--- src/rtl/k12_alu_pkg.sv ---
// Shared constants and state type for the k12 sequential ALU.
// Operation codes, condition-select codes and the controller state enum.
package k12_alu_pkg;

  localparam logic [3:0] FN_PASS_A = 4'd0;
  localparam logic [3:0] FN_AND    = 4'd1;
  localparam logic [3:0] FN_OR     = 4'd2;
  localparam logic [3:0] FN_XOR    = 4'd3;
  localparam logic [3:0] FN_ADD    = 4'd4;
  localparam logic [3:0] FN_SUB    = 4'd5;
  localparam logic [3:0] FN_ASR    = 4'd6;
  localparam logic [3:0] FN_PASS_B = 4'd7;
  localparam logic [3:0] FN_SLL    = 4'd8;
  localparam logic [3:0] FN_SRL    = 4'd9;
  localparam logic [3:0] FN_MUL    = 4'd10;
  localparam logic [3:0] FN_CMP    = 4'd11;

  localparam logic [2:0] CC_ZERO   = 3'd0;
  localparam logic [2:0] CC_NEG    = 3'd1;
  localparam logic [2:0] CC_BORROW = 3'd2;
  localparam logic [2:0] CC_OVF    = 3'd3;
  localparam logic [2:0] CC_NZERO  = 3'd4;
  localparam logic [2:0] CC_LEU    = 3'd5;
  localparam logic [2:0] CC_LT     = 3'd6;
  localparam logic [2:0] CC_LE     = 3'd7;

  typedef enum logic [1:0] {
    ST_IDLE  = 2'd0,
    ST_SHIFT = 2'd1,
    ST_MUL   = 2'd2,
    ST_HOLD  = 2'd3
  } state_e;

endpackage

--- src/rtl/k12_alu_seq_if.sv ---
// Request/result bus of the k12 sequential ALU.
// master = requester/consumer side, slave = the ALU.
interface k12_alu_seq_if #(parameter int WIDTH = 8);

  logic             in_valid;
  logic             in_ready;
  logic [3:0]       func;
  logic             use_imm;
  logic [WIDTH-1:0] a;
  logic [WIDTH-1:0] b;
  logic [WIDTH-1:0] imm;
  logic [2:0]       cc;
  logic             out_valid;
  logic             out_ready;
  logic [WIDTH-1:0] res;
  logic             cond;

  modport master (
    output in_valid, func, use_imm, a, b, imm, cc, out_ready,
    input  in_ready, out_valid, res, cond
  );

  modport slave (
    input  in_valid, func, use_imm, a, b, imm, cc, out_ready,
    output in_ready, out_valid, res, cond
  );

endinterface

--- src/rtl/k12_alu_flags.sv ---
// Combinational compare flags (a - bi) and condition selection.
// Flags always describe a - bi, whatever operation is being issued.
module k12_alu_flags
  import k12_alu_pkg::*;
#(
  parameter int WIDTH = 8
) (
  input  logic [WIDTH-1:0] a,
  input  logic [WIDTH-1:0] bi,
  input  logic [2:0]       cc,
  output logic             cond
);

  logic [WIDTH:0] diff_s;
  logic           zero_s;
  logic           neg_s;
  logic           borrow_s;
  logic           ovf_s;

  // Subtract via a + ~bi + 1 and derive the four flags
  always_comb begin
    diff_s   = {1'b0, a} + {1'b0, ~bi} + {{WIDTH{1'b0}}, 1'b1};
    zero_s   = (diff_s[WIDTH-1:0] == {WIDTH{1'b0}});
    neg_s    = diff_s[WIDTH-1];
    borrow_s = ~diff_s[WIDTH];
    ovf_s    = (a[WIDTH-1] ^ bi[WIDTH-1]) & (diff_s[WIDTH-1] ^ a[WIDTH-1]);
  end

  // Condition multiplexer
  always_comb begin
    cond = 1'b0;
    case (cc)
      CC_ZERO:   cond = zero_s;
      CC_NEG:    cond = neg_s;
      CC_BORROW: cond = borrow_s;
      CC_OVF:    cond = ovf_s;
      CC_NZERO:  cond = ~zero_s;
      CC_LEU:    cond = borrow_s | zero_s;
      CC_LT:     cond = neg_s ^ ovf_s;
      CC_LE:     cond = (neg_s ^ ovf_s) | zero_s;
      default:   cond = 1'b0;
    endcase
  end

endmodule

--- src/rtl/k12_alu_seq.sv ---
// Sequential ALU: single-cycle ops, bit-serial shifts, optional shift-add multiply.
// Define K12_ALU_SEQ_MUL_EN to build the multiplier; otherwise func 10 is reserved.
module k12_alu_seq
  import k12_alu_pkg::*;
#(
  parameter int WIDTH = 8
) (
  input  logic          clk,
  input  logic          rst_n,
  k12_alu_seq_if.slave  bus
);

  localparam int SAW = $clog2(WIDTH);
  localparam int CW  = $clog2(WIDTH + 1);

  state_e           state_r, state_s, ld_state_s;
  logic [WIDTH-1:0] res_r, res_s, ld_res_s;
  logic             cond_r, cond_s;
  logic             out_valid_r, out_valid_s;
  logic [CW-1:0]    cnt_r, cnt_s, ld_cnt_s;
  logic             dir_r, dir_s, ld_dir_s;
  logic [WIDTH-1:0] bi_s;
  logic [SAW-1:0]   amt_s;
  logic             flag_cond_s;
  logic             accept_s;
`ifdef K12_ALU_SEQ_MUL_EN
  logic [WIDTH-1:0] mcand_r, mcand_s;
  logic [WIDTH-1:0] mplier_r, mplier_s;
`endif

  assign bi_s         = bus.use_imm ? bus.imm : bus.b;
  assign amt_s        = bi_s[SAW-1:0];
  assign bus.in_ready = (state_r == ST_IDLE) || ((state_r == ST_HOLD) && bus.out_ready);
  assign accept_s     = bus.in_valid && bus.in_ready;
  assign bus.out_valid = out_valid_r;
  assign bus.res      = res_r;
  assign bus.cond     = cond_r;

  k12_alu_flags #(.WIDTH(WIDTH)) u_flags (
    .a    (bus.a),
    .bi   (bi_s),
    .cc   (bus.cc),
    .cond (flag_cond_s)
  );

  // Decode an incoming request into its first state and initial result
  always_comb begin
    ld_state_s = ST_HOLD;
    ld_res_s   = {WIDTH{1'b0}};
    ld_cnt_s   = {CW{1'b0}};
    ld_dir_s   = 1'b0;
    case (bus.func)
      FN_PASS_A: ld_res_s = bus.a;
      FN_AND:    ld_res_s = bus.a & bi_s;
      FN_OR:     ld_res_s = bus.a | bi_s;
      FN_XOR:    ld_res_s = bus.a ^ bi_s;
      FN_ADD:    ld_res_s = bus.a + bi_s;
      FN_SUB:    ld_res_s = bus.a - bi_s;
      FN_ASR:    ld_res_s = {bus.a[WIDTH-1], bus.a[WIDTH-1:1]};
      FN_PASS_B: ld_res_s = bi_s;
      FN_SLL, FN_SRL: begin
        ld_res_s = bus.a;
        ld_dir_s = (bus.func == FN_SRL);
        if (amt_s != {SAW{1'b0}}) begin
          ld_state_s = ST_SHIFT;
          ld_cnt_s   = CW'(amt_s);
        end else begin
          ld_state_s = ST_HOLD;
        end
      end
`ifdef K12_ALU_SEQ_MUL_EN
      FN_MUL: begin
        ld_state_s = ST_MUL;
        ld_cnt_s   = CW'(WIDTH);
      end
`else
      FN_MUL:    ld_res_s = {WIDTH{1'b0}};
`endif
      FN_CMP:    ld_res_s = bus.a;
      default:   ld_res_s = {WIDTH{1'b0}};
    endcase
  end

  // Next-state and datapath update; an accept overrides the current state
  always_comb begin
    state_s = state_r;
    res_s   = res_r;
    cond_s  = cond_r;
    cnt_s   = cnt_r;
    dir_s   = dir_r;
`ifdef K12_ALU_SEQ_MUL_EN
    mcand_s  = mcand_r;
    mplier_s = mplier_r;
`endif
    if (accept_s) begin
      state_s = ld_state_s;
      res_s   = ld_res_s;
      cond_s  = flag_cond_s;
      cnt_s   = ld_cnt_s;
      dir_s   = ld_dir_s;
`ifdef K12_ALU_SEQ_MUL_EN
      mcand_s  = bus.a;
      mplier_s = bi_s;
`endif
    end else begin
      case (state_r)
        ST_IDLE: state_s = ST_IDLE;
        ST_HOLD: begin
          if (bus.out_ready) begin
            state_s = ST_IDLE;
          end else begin
            state_s = ST_HOLD;
          end
        end
        ST_SHIFT: begin
          res_s = dir_r ? {1'b0, res_r[WIDTH-1:1]} : {res_r[WIDTH-2:0], 1'b0};
          cnt_s = cnt_r - CW'(1);
          if (cnt_r == CW'(1)) begin
            state_s = ST_HOLD;
          end else begin
            state_s = ST_SHIFT;
          end
        end
`ifdef K12_ALU_SEQ_MUL_EN
        ST_MUL: begin
          if (mplier_r[0]) begin
            res_s = res_r + mcand_r;
          end else begin
            res_s = res_r;
          end
          mcand_s  = {mcand_r[WIDTH-2:0], 1'b0};
          mplier_s = {1'b0, mplier_r[WIDTH-1:1]};
          cnt_s    = cnt_r - CW'(1);
          if (cnt_r == CW'(1)) begin
            state_s = ST_HOLD;
          end else begin
            state_s = ST_MUL;
          end
        end
`endif
        default: state_s = ST_IDLE;
      endcase
    end
    out_valid_s = (state_s == ST_HOLD);
  end

  // State and datapath registers
  always_ff @(posedge clk or negedge rst_n) begin
    if (!rst_n) begin
      state_r     <= ST_IDLE;
      res_r       <= {WIDTH{1'b0}};
      cond_r      <= 1'b0;
      out_valid_r <= 1'b0;
      cnt_r       <= {CW{1'b0}};
      dir_r       <= 1'b0;
`ifdef K12_ALU_SEQ_MUL_EN
      mcand_r     <= {WIDTH{1'b0}};
      mplier_r    <= {WIDTH{1'b0}};
`endif
    end else begin
      state_r     <= state_s;
      res_r       <= res_s;
      cond_r      <= cond_s;
      out_valid_r <= out_valid_s;
      cnt_r       <= cnt_s;
      dir_r       <= dir_s;
`ifdef K12_ALU_SEQ_MUL_EN
      mcand_r     <= mcand_s;
      mplier_r    <= mplier_s;
`endif
    end
  end

endmodule

--- src/flat_wrapper.sv ---
// flat-port wrapper written by rule: the top's interface ports become plain ports
module k12_alu_seq_flat import k12_alu_pkg::*;
#(
  parameter int WIDTH = 8
)
  (clk, rst_n, bus_in_valid, bus_func, bus_use_imm, bus_a, bus_b, bus_imm, bus_cc, bus_out_ready, bus_in_ready, bus_out_valid, bus_res, bus_cond);
  k12_alu_seq_if #(.WIDTH(WIDTH)) bus_i ();
  input  logic clk;
  input  logic rst_n;
  input wire logic [$bits(bus_i.in_valid)-1:0] bus_in_valid;
  input wire logic [$bits(bus_i.func)-1:0] bus_func;
  input wire logic [$bits(bus_i.use_imm)-1:0] bus_use_imm;
  input wire logic [$bits(bus_i.a)-1:0] bus_a;
  input wire logic [$bits(bus_i.b)-1:0] bus_b;
  input wire logic [$bits(bus_i.imm)-1:0] bus_imm;
  input wire logic [$bits(bus_i.cc)-1:0] bus_cc;
  input wire logic [$bits(bus_i.out_ready)-1:0] bus_out_ready;
  output wire logic [$bits(bus_i.in_ready)-1:0] bus_in_ready;
  output wire logic [$bits(bus_i.out_valid)-1:0] bus_out_valid;
  output wire logic [$bits(bus_i.res)-1:0] bus_res;
  output wire logic [$bits(bus_i.cond)-1:0] bus_cond;
  assign bus_i.in_valid = bus_in_valid;
  assign bus_i.func = bus_func;
  assign bus_i.use_imm = bus_use_imm;
  assign bus_i.a = bus_a;
  assign bus_i.b = bus_b;
  assign bus_i.imm = bus_imm;
  assign bus_i.cc = bus_cc;
  assign bus_i.out_ready = bus_out_ready;
  assign bus_in_ready = bus_i.in_ready;
  assign bus_out_valid = bus_i.out_valid;
  assign bus_res = bus_i.res;
  assign bus_cond = bus_i.cond;
  k12_alu_seq #(.WIDTH(WIDTH)) u_core (.clk(clk), .rst_n(rst_n), .bus(bus_i));
endmodule
--- config.mk ---
export PLATFORM = sky130hd
export DESIGN_NAME = k12_alu_seq_flat
export DESIGN_NICKNAME = d
export VERILOG_FILES = /design/src/rtl/k12_alu_pkg.sv /design/src/rtl/k12_alu_seq_if.sv /design/src/rtl/k12_alu_flags.sv /design/src/rtl/k12_alu_seq.sv /design/src/flat_wrapper.sv
export SDC_FILE = /design/constraint.sdc
export NUM_CORES = 1
export LEC_CHECK = 0
export BUFFER_PORTS_ARGS = -buffer_cell sky130_fd_sc_hd__buf_2
export CORE_MARGIN = 2
export CORE_UTILIZATION = 32
export DETAILED_ROUTE_END_ITERATION = 8
export PLACE_DENSITY = 0.54
export SYNTH_ARGS = -nofsm -noshare
export SYNTH_HDL_FRONTEND = slang
export SYNTH_SLANG_ARGS = --single-unit
--- constraint.sdc ---
create_clock -name clk -period 3.69 [get_ports clk]
set_clock_uncertainty 0.05 [all_clocks]
set_input_delay 0.738 -clock clk [delete_from_list [all_inputs] [get_ports clk]]
set_output_delay 0.738 -clock clk [all_outputs]
set_load 0.005 [all_outputs]
==> results by group, run 1 <==
Status
  – Status: finished, final reports clean

CTS
  – H-tree lvl count: 1
  – Clk_lat worst skew: 0.25 ns
  – Clk sink count: 17
  – CTS clock-pin slew for the worst setup and hold paths: 0.07 ns
  – CTS root buf: clkbuf_8
  – Max Buffers Root-to-Sink: 2
  – Cts hold-fix bufs: 0
  – CTS tree: yes
  – CTS Buf Count: 3

Timing
  – Fin Hold WS: 0.338 ns
  – Final TNS setup: 0 ns
  – Final Hold Fails: 0
  – Final worst setup slack: 0.0598 ns
  – Fmax: 0.275 GHz
  – Crit share post-route: 0.984
  – Final Setup Violations: 0
  – Slew Limit Fails: 0
  – RSZ-0062 raised after global routing: true
  – Slew margin rel.: 0.478
  – Worst slew pin tran: 0.782 ns
  – Final min period: 3.63 ns

Logic synthesis
  – Share of flip-flops with an asynchronous set or reset: 1.00
  – Sequential area share after synthesis: 0.155
  – Top cell type's share of synthesized area: 0.178
  – Synth cell count leaders: ha_1, a21oi_1, nor2_1, inv_1, dfrtp_1
  – Post-Syn Area: 2740 um^2
  – Synth Instances: 345
  – Area leader, netlist: ha_1
  – Unique masters post-synth: 63
  – Top cells by area, synth: ha_1, dfrtp_1, a21oi_1, mux2i_1, nor2_1
  – Most common cell in the synthesized netlist: ha_1
  – Post-synth EDFFs: 0
  – Register bit total from synthesis: 17
  – Post-Syn Area per Cell: 7.95 um^2
  – Top FF cell, synth: dfrtp_1
  – YS warnings: 0
  – Synthesized net count: 423

Cells and area
  – Area delta synth->final: 25.5%
  – Util after Layout: 0.417
  – Final layout net count: 494
  – Inserted Diodes: 0
  – FILL cells: 862
  – Share of layout cells above drive strength 1: 0.260
  – Final Instance Area: 3440 um^2
  – Non-filler cells, final: 520

Worst setup path
  – Startpoint Class: input pin
  – Slowest CP cell: fa_1
  – Worst path max stage delay: 0.52 ns
  – Most common cell on crit path: o21ai_1
  – Worst EP arrival: 3.71 ns
  – Worst reg2reg setup slack: 1.77 ns
  – Reg2Reg Launch Point: u_core.state_r[1]
  – Worst reg2reg path endpoint: u_core.bus.res[3]
  – Critical Path, Cell by Cell: buf_12 -> mux2i_4 -> ha_4 -> and2b_1 -> a211o_1 -> a21oi_2 -> o21bai_1 -> a21oi_1 -> nor2_1 -> fa_1 -> and3_4 -> o21a_1 -> o21ai_1 -> o21ai_1 -> nor4_1 -> a31oi_1
  – Crit Path Max Fanout: 4
  – Critical Setup Path Class: input pin to flip-flop
  – Critical Path End Type: flip-flop
  – Worst r2r path cells: 5
  – CP Data Required Time: 3.77 ns

Floorplanning
  – Cell Rows: 33
  – Height of the die: 96.6 um
  – DIE WIDTH: 96.6 um
  – Total die area: 9320 um^2
  – CORE AREA: 8260 um^2
  – Ports: 47
  – Initial Utilization: 0.332

Pwr
  – Power share of the combinational group: 0.624
  – Int Power: 0.774 mW
  – Maximum vdd drop: 0.139 mV
  – Pwr per Cell Area: 399 nW/um^2
  – Switching share of power: 0.436
  – Clock share of power: 0.102
  – Power, Total: 1.37 mW
  – Switch Pwr: 0.599 mW
  – Pleak: 1.58 nW
  – Power share of the sequential group: 0.274

Placement
  – RePlAce Congestion: 0.836
  – Area of placed instances: 3330 um^2
  – Inst Count DP: 515
  – Pre-CTS setup slack: -0.348 ns
  – # port buffers: 46
  – DP Wirelength: 6.33 mm

Routing
  – Routed Antenna Nets: 0
  – Routed wire length: 7.74 mm
  – Via count: 2,710
  – Routed length per placed instance: 14.9 um
  – Initial DRT Pass Iterations: 4
  – DRC Markers: 0
  – DR iter-0 viols: 180
  – DR vias/cell: 5.21

Hold path
  – Hold Crit Class: input pin to async pin

Global route
  – Initial antenna violation count: 0
  – Number of global-route vias before repair: 2,633
  – Global-route wire length before repair: 13.0 mm
  – Met2 Use GR: 0.289
  – Congestion Overflow GR: 0
  – Met3 Track Usage GR: 0.00853
  – Largest net degree at the start of global routing: 27
  – Met1 usage: 0.252
  – GR peak layer: met2
  – GRT Overall Usage: 0.174

Flow run
  – Max-Cap Viols: 0
## power by group through the flow
stage	logic (mW)	registers [mW]	clock network, mW
2_1_floorplan	0.602	0.356	0
3_3_place_gp	0.833	0.377	0
3_5_place_dp	0.845	0.378	0
4_1_cts	0.855	0.375	0.146
5_1_grt	0.979	0.389	0.152
6_report	0.857	0.376	0.141
## flip-flops by register name (all words and copies together), names as in the netlist
| signal | count |
|---|---|
| u_core.bus.cond | 1 |
| u_core.bus.out_valid | 1 |
| u_core.bus.res | 8 |
| u_core.cnt_r | 4 |
| u_core.dir_r | 1 |
| u_core.state_r | 2 |
## logic make-up after synthesis
kind of cell               share of synthesized area
DFF                                            0.155
xor gates and xnor gates                      0.0479
and+or+nand+nor                                0.189
muxes                                         0.0735
AOI/OAI and AO/OA                              0.270
adders and majority gates                      0.200
buffers and inverters                         0.0648
## worst max path at each step
stage | startpoint | endpoint | depth (start not counted)
floorplan | bus_use_imm | u_core.bus.cond | 17
global placement | bus_use_imm | u_core.bus.cond | 17
detailed placement | bus_use_imm | u_core.bus.cond | 15
CTS | bus_use_imm | u_core.bus.cond | 17
global route | bus_use_imm | u_core.bus.cond | 16
finish | bus_use_imm | u_core.bus.cond | 16
## layer usage
layer  wire, um  vias to the layer above
li1           -                     1394
met1       3760                     1239
met2       3530                       70
met3        386                        7
met4         60                        0
met5          0                        -
## placed cells by master (no fill, tap or decap), types with 8 or more instances in the layout
cell	n
a21oi_1	35
buf_2	45
buf_4	33
dfrtp_1	17
ha_1	36
inv_1	29
mux2i_1	11
nand2_1	12
nor2_1	34
o21ai_0	11
o22ai_1	8
xnor2_1	13
## critical path: cells and delay by family
kind,cells,cell delay [ns]
mux,1,0.31
fa+ha+maj,2,0.77
compound gates,8,1.11
simple gates,4,0.69
buf+inv,1,0.10
## area by class of cell
class / instances / area (um^2) / area share
tap: 105 / 131 / 0.0382
multi-input combinational: 284 / 2220 / 0.646
inverter: 30 / 113 / 0.0327
sequential: 17 / 425 / 0.124
timing repair buffer: 80 / 504 / 0.147
clock buffer: 4 / 45.0 / 0.0131
## repair_timing
item                                    4_1_cts  5_1_grt
resized for setup                             2        9
endpoints found under the setup margin        1        1
setup buffers                                 0        1
pin swaps                                     0        9
(Power assumes the default switching activity.)
==> run 2, diff against run 1 <==
--- a/config.mk
+++ b/config.mk
@@ -7,9 +7,9 @@
 export LEC_CHECK = 0
 export BUFFER_PORTS_ARGS = -buffer_cell sky130_fd_sc_hd__buf_2
 export CORE_MARGIN = 2
-export CORE_UTILIZATION = 32
+export CORE_UTILIZATION = 50
 export DETAILED_ROUTE_END_ITERATION = 8
-export PLACE_DENSITY = 0.54
+export PLACE_DENSITY = 0.76
 export SYNTH_ARGS = -nofsm -noshare
 export SYNTH_HDL_FRONTEND = slang
 export SYNTH_SLANG_ARGS = --single-unit
==> run 2 against run 1 <==
  * The run now ends with negative setup slack left
  * Maximum frequency is 1.7% lower
  * Critical path depth unchanged
  * Via count up 2.8%
  * Total power hardly changed
  * Design area is 1.9% lower
  * Combinational power increased by 0.5%
  * Flip-flop and latch count did not move
  * Core utilization is 23 points higher
  * Critical endpoint unchanged
==> results by group, run 2 (synthesis results as in run 1) <==
Status
  – Status: finished with violations
  – Failing checks: negative setup slack

Worst setup path
  – Crit Path Max Fanout: 4 (unchanged)
  – Worst r2r path cells: 7 (+2)
  – Worst EP arrival: 3.77 ns (+0.06 ns)
  – Critical Setup Path Class: input pin to flip-flop
  – CP Data Required Time: 3.77 ns (about the same)
  – Reg2Reg Launch Point: u_core.state_r[1]
  – Startpoint Class: input pin
  – Worst reg2reg setup slack: 1.58 ns (-0.19 ns)
  – Worst reg2reg path endpoint: u_core.bus.res[7]
  – Critical Path End Type: flip-flop

Global route
  – Number of global-route vias before repair: 2,622 (-0.42%)
  – Congestion Overflow GR: 0 (unchanged)
  – Global-route wire length before repair: 12.6 mm (-3.2%)
  – Largest net degree at the start of global routing: 27 (unchanged)
  – GRT Overall Usage: 0.251 (+0.0765)
  – Initial antenna violation count: 0 (unchanged)

CTS
  – Clk sink count: 17 (unchanged)
  – CTS clock-pin slew for the worst setup and hold paths: 0.07 ns (about the same)
  – CTS root buf: clkbuf_8
  – Max Buffers Root-to-Sink: 2 (unchanged)
  – CTS Buf Count: 3 (unchanged)
  – H-tree lvl count: 1 (unchanged)
  – Cts hold-fix bufs: 0 (unchanged)
  – Clk_lat worst skew: 0.25 ns (about the same)
  – CTS tree: yes

Placement
  – Inst Count DP: 478 (-7.2%)
  – RePlAce Congestion: 0.925 (+11%)
  – # port buffers: 46 (unchanged)
  – DP Wirelength: 6.13 mm (-3.1%)
  – Pre-CTS setup slack: -0.315 ns (+0.0330 ns)

Routing
  – DR vias/cell: 5.73 (+10%)
  – DR iter-0 viols: 204 (+13%)
  – Routed Antenna Nets: 0 (unchanged)
  – Initial DRT Pass Iterations: 4 (unchanged)
  – Routed length per placed instance: 15.4 um (+3.7%)
  – DRC Markers: 0 (unchanged)
  – Via count: 2,786 (+2.8%)
  – Routed wire length: 7.50 mm (-3.1%)

Cells and area
  – Inserted Diodes: 0 (unchanged)
  – Share of layout cells above drive strength 1: 0.260 (-0.000626)
  – Final layout net count: 495 (+0.20%)
  – Max reg flops: 8 (unchanged)
  – Area delta synth->final: 23.1%
  – Most frequent cells in the layout: buf_2, ha_1, a21oi_1, nor2_1, buf_4
  – Commonest non-fill, non-tap cell in the layout: buf_2
  – FILL cells: 457 (-47%)
  – Non-filler cells, final: 486 (-6.5%)

Timing
  – Worst slew pin tran: 0.770 ns (-0.0114 ns)
  – Final Setup Violations: 1 (+1)
  – Fmax: 0.271 GHz (-1.7%)
  – Final worst setup slack: -0.00421 ns (-0.0640 ns)
  – RSZ-0062 raised after global routing: true
  – Crit share post-route: 1.00 (+0.0173)
  – Slew margin rel.: 0.485 (+0.00759)
  – Slew Limit Fails: 0 (unchanged)
  – Final min period: 3.69 ns (+0.0640 ns)
  – Final TNS setup: -0.00421 ns (-0.00421 ns)
  – Final Hold Fails: 0 (unchanged)

Floorplanning
  – Height of the die: 78.0 um (-19%)
  – DIE WIDTH: 78.0 um (-19%)
  – Total die area: 6090 um^2 (-35%)
  – CORE AREA: 5200 um^2 (-37%)
  – Initial Utilization: 0.527 (+0.195)
  – Ports: 47 (unchanged)
  – Cell Rows: 26 (-21%)

Pwr
  – Maximum vdd drop: 0.229 mV (+64%)
  – Pleak: 1.58 nW (+0.35%)
  – Pwr per Cell Area: 407 nW/um^2 (+1.9%)

Flow run
  – Max-Cap Viols: 0 (unchanged)

Hold path
  – Hold Crit Class: input pin to async pin
-- run 2: how the worst max path moves through the flow --
stage / from / end / slack, ns
after detailed placement: bus_use_imm / u_core.bus.cond / -0.32
after CTS: bus_use_imm / u_core.bus.cond / 0.02
after global routing: bus_use_imm / u_core.bus.cond / -0.17
after floorplan: bus_use_imm / u_core.bus.cond / -0.23
final: bus_use_imm / u_core.bus.cond / -0.004
after global placement: bus_use_imm / u_core.bus.cond / -0.24
-- run 2: final cells by class --
class / instances / area, um^2 / area share
timing repair buffer: 81 / 512 / 0.152
clock inverter: 1 / 5.00 / 0.00148
clock buffer: 3 / 41.3 / 0.0122
sequential: 17 / 425 / 0.126
tap: 70 / 87.6 / 0.0260
multi-input combinational: 284 / 2190 / 0.649
inverter: 30 / 113 / 0.0334
-- run 2: stage by stage --
step                hold WS (ns)  power, mW   util  instance area, um^2
finish                     0.349       1.37  0.648                 3370
global route               0.362       1.51  0.648                 3370
CTS                        0.356       1.36  0.639                 3320
detailed placement         0.478       1.22  0.629                 3280
global placement           0.470       1.19  0.629                 3280
floorplan                  0.392      0.958      -                 2810
-- run 2: critical path, stage by stage --
cell and delay, ns:
buf_12 0.10, mux2i_4 0.23, inv_2 0.05, ha_2 0.17, or2_4 0.24, a211o_1 0.28
a21oi_1 0.15, o21bai_1 0.07, a21oi_1 0.15, nor2_1 0.07, fa_1 0.55, buf_4 0.13
nand4b_1 0.09, nor4_2 0.37, mux2i_1 0.27, a31oi_1 0.11
-- run 2: power by group --
part | switching [mW] | total [mW] | internal, mW
Combinational | 0.441 | 0.861 | 0.420
Clock | 0.0613 | 0.136 | 0.0748
Sequential | 0.0945 | 0.376 | 0.282
Total | 0.597 | 1.37 | 0.777
-- run 2: repair_timing --
item / 4_1_cts / 5_1_grt
pin swaps: 0 / 11
setup endpoints to repair: 1 / 1
setup buffers: 0 / 4
resized for setup: 1 / 6
-- run 2: routing by layer --
metal  wire [um]  GRT usage  up-vias  share of wire
met2        3710      0.440       84           0.49
met3         400     0.0241       10          0.053
met1        3290      0.332     1284           0.44
met5           0          0        -              0
li1            -          -     1408              -
met4         104     0.0614        0          0.014
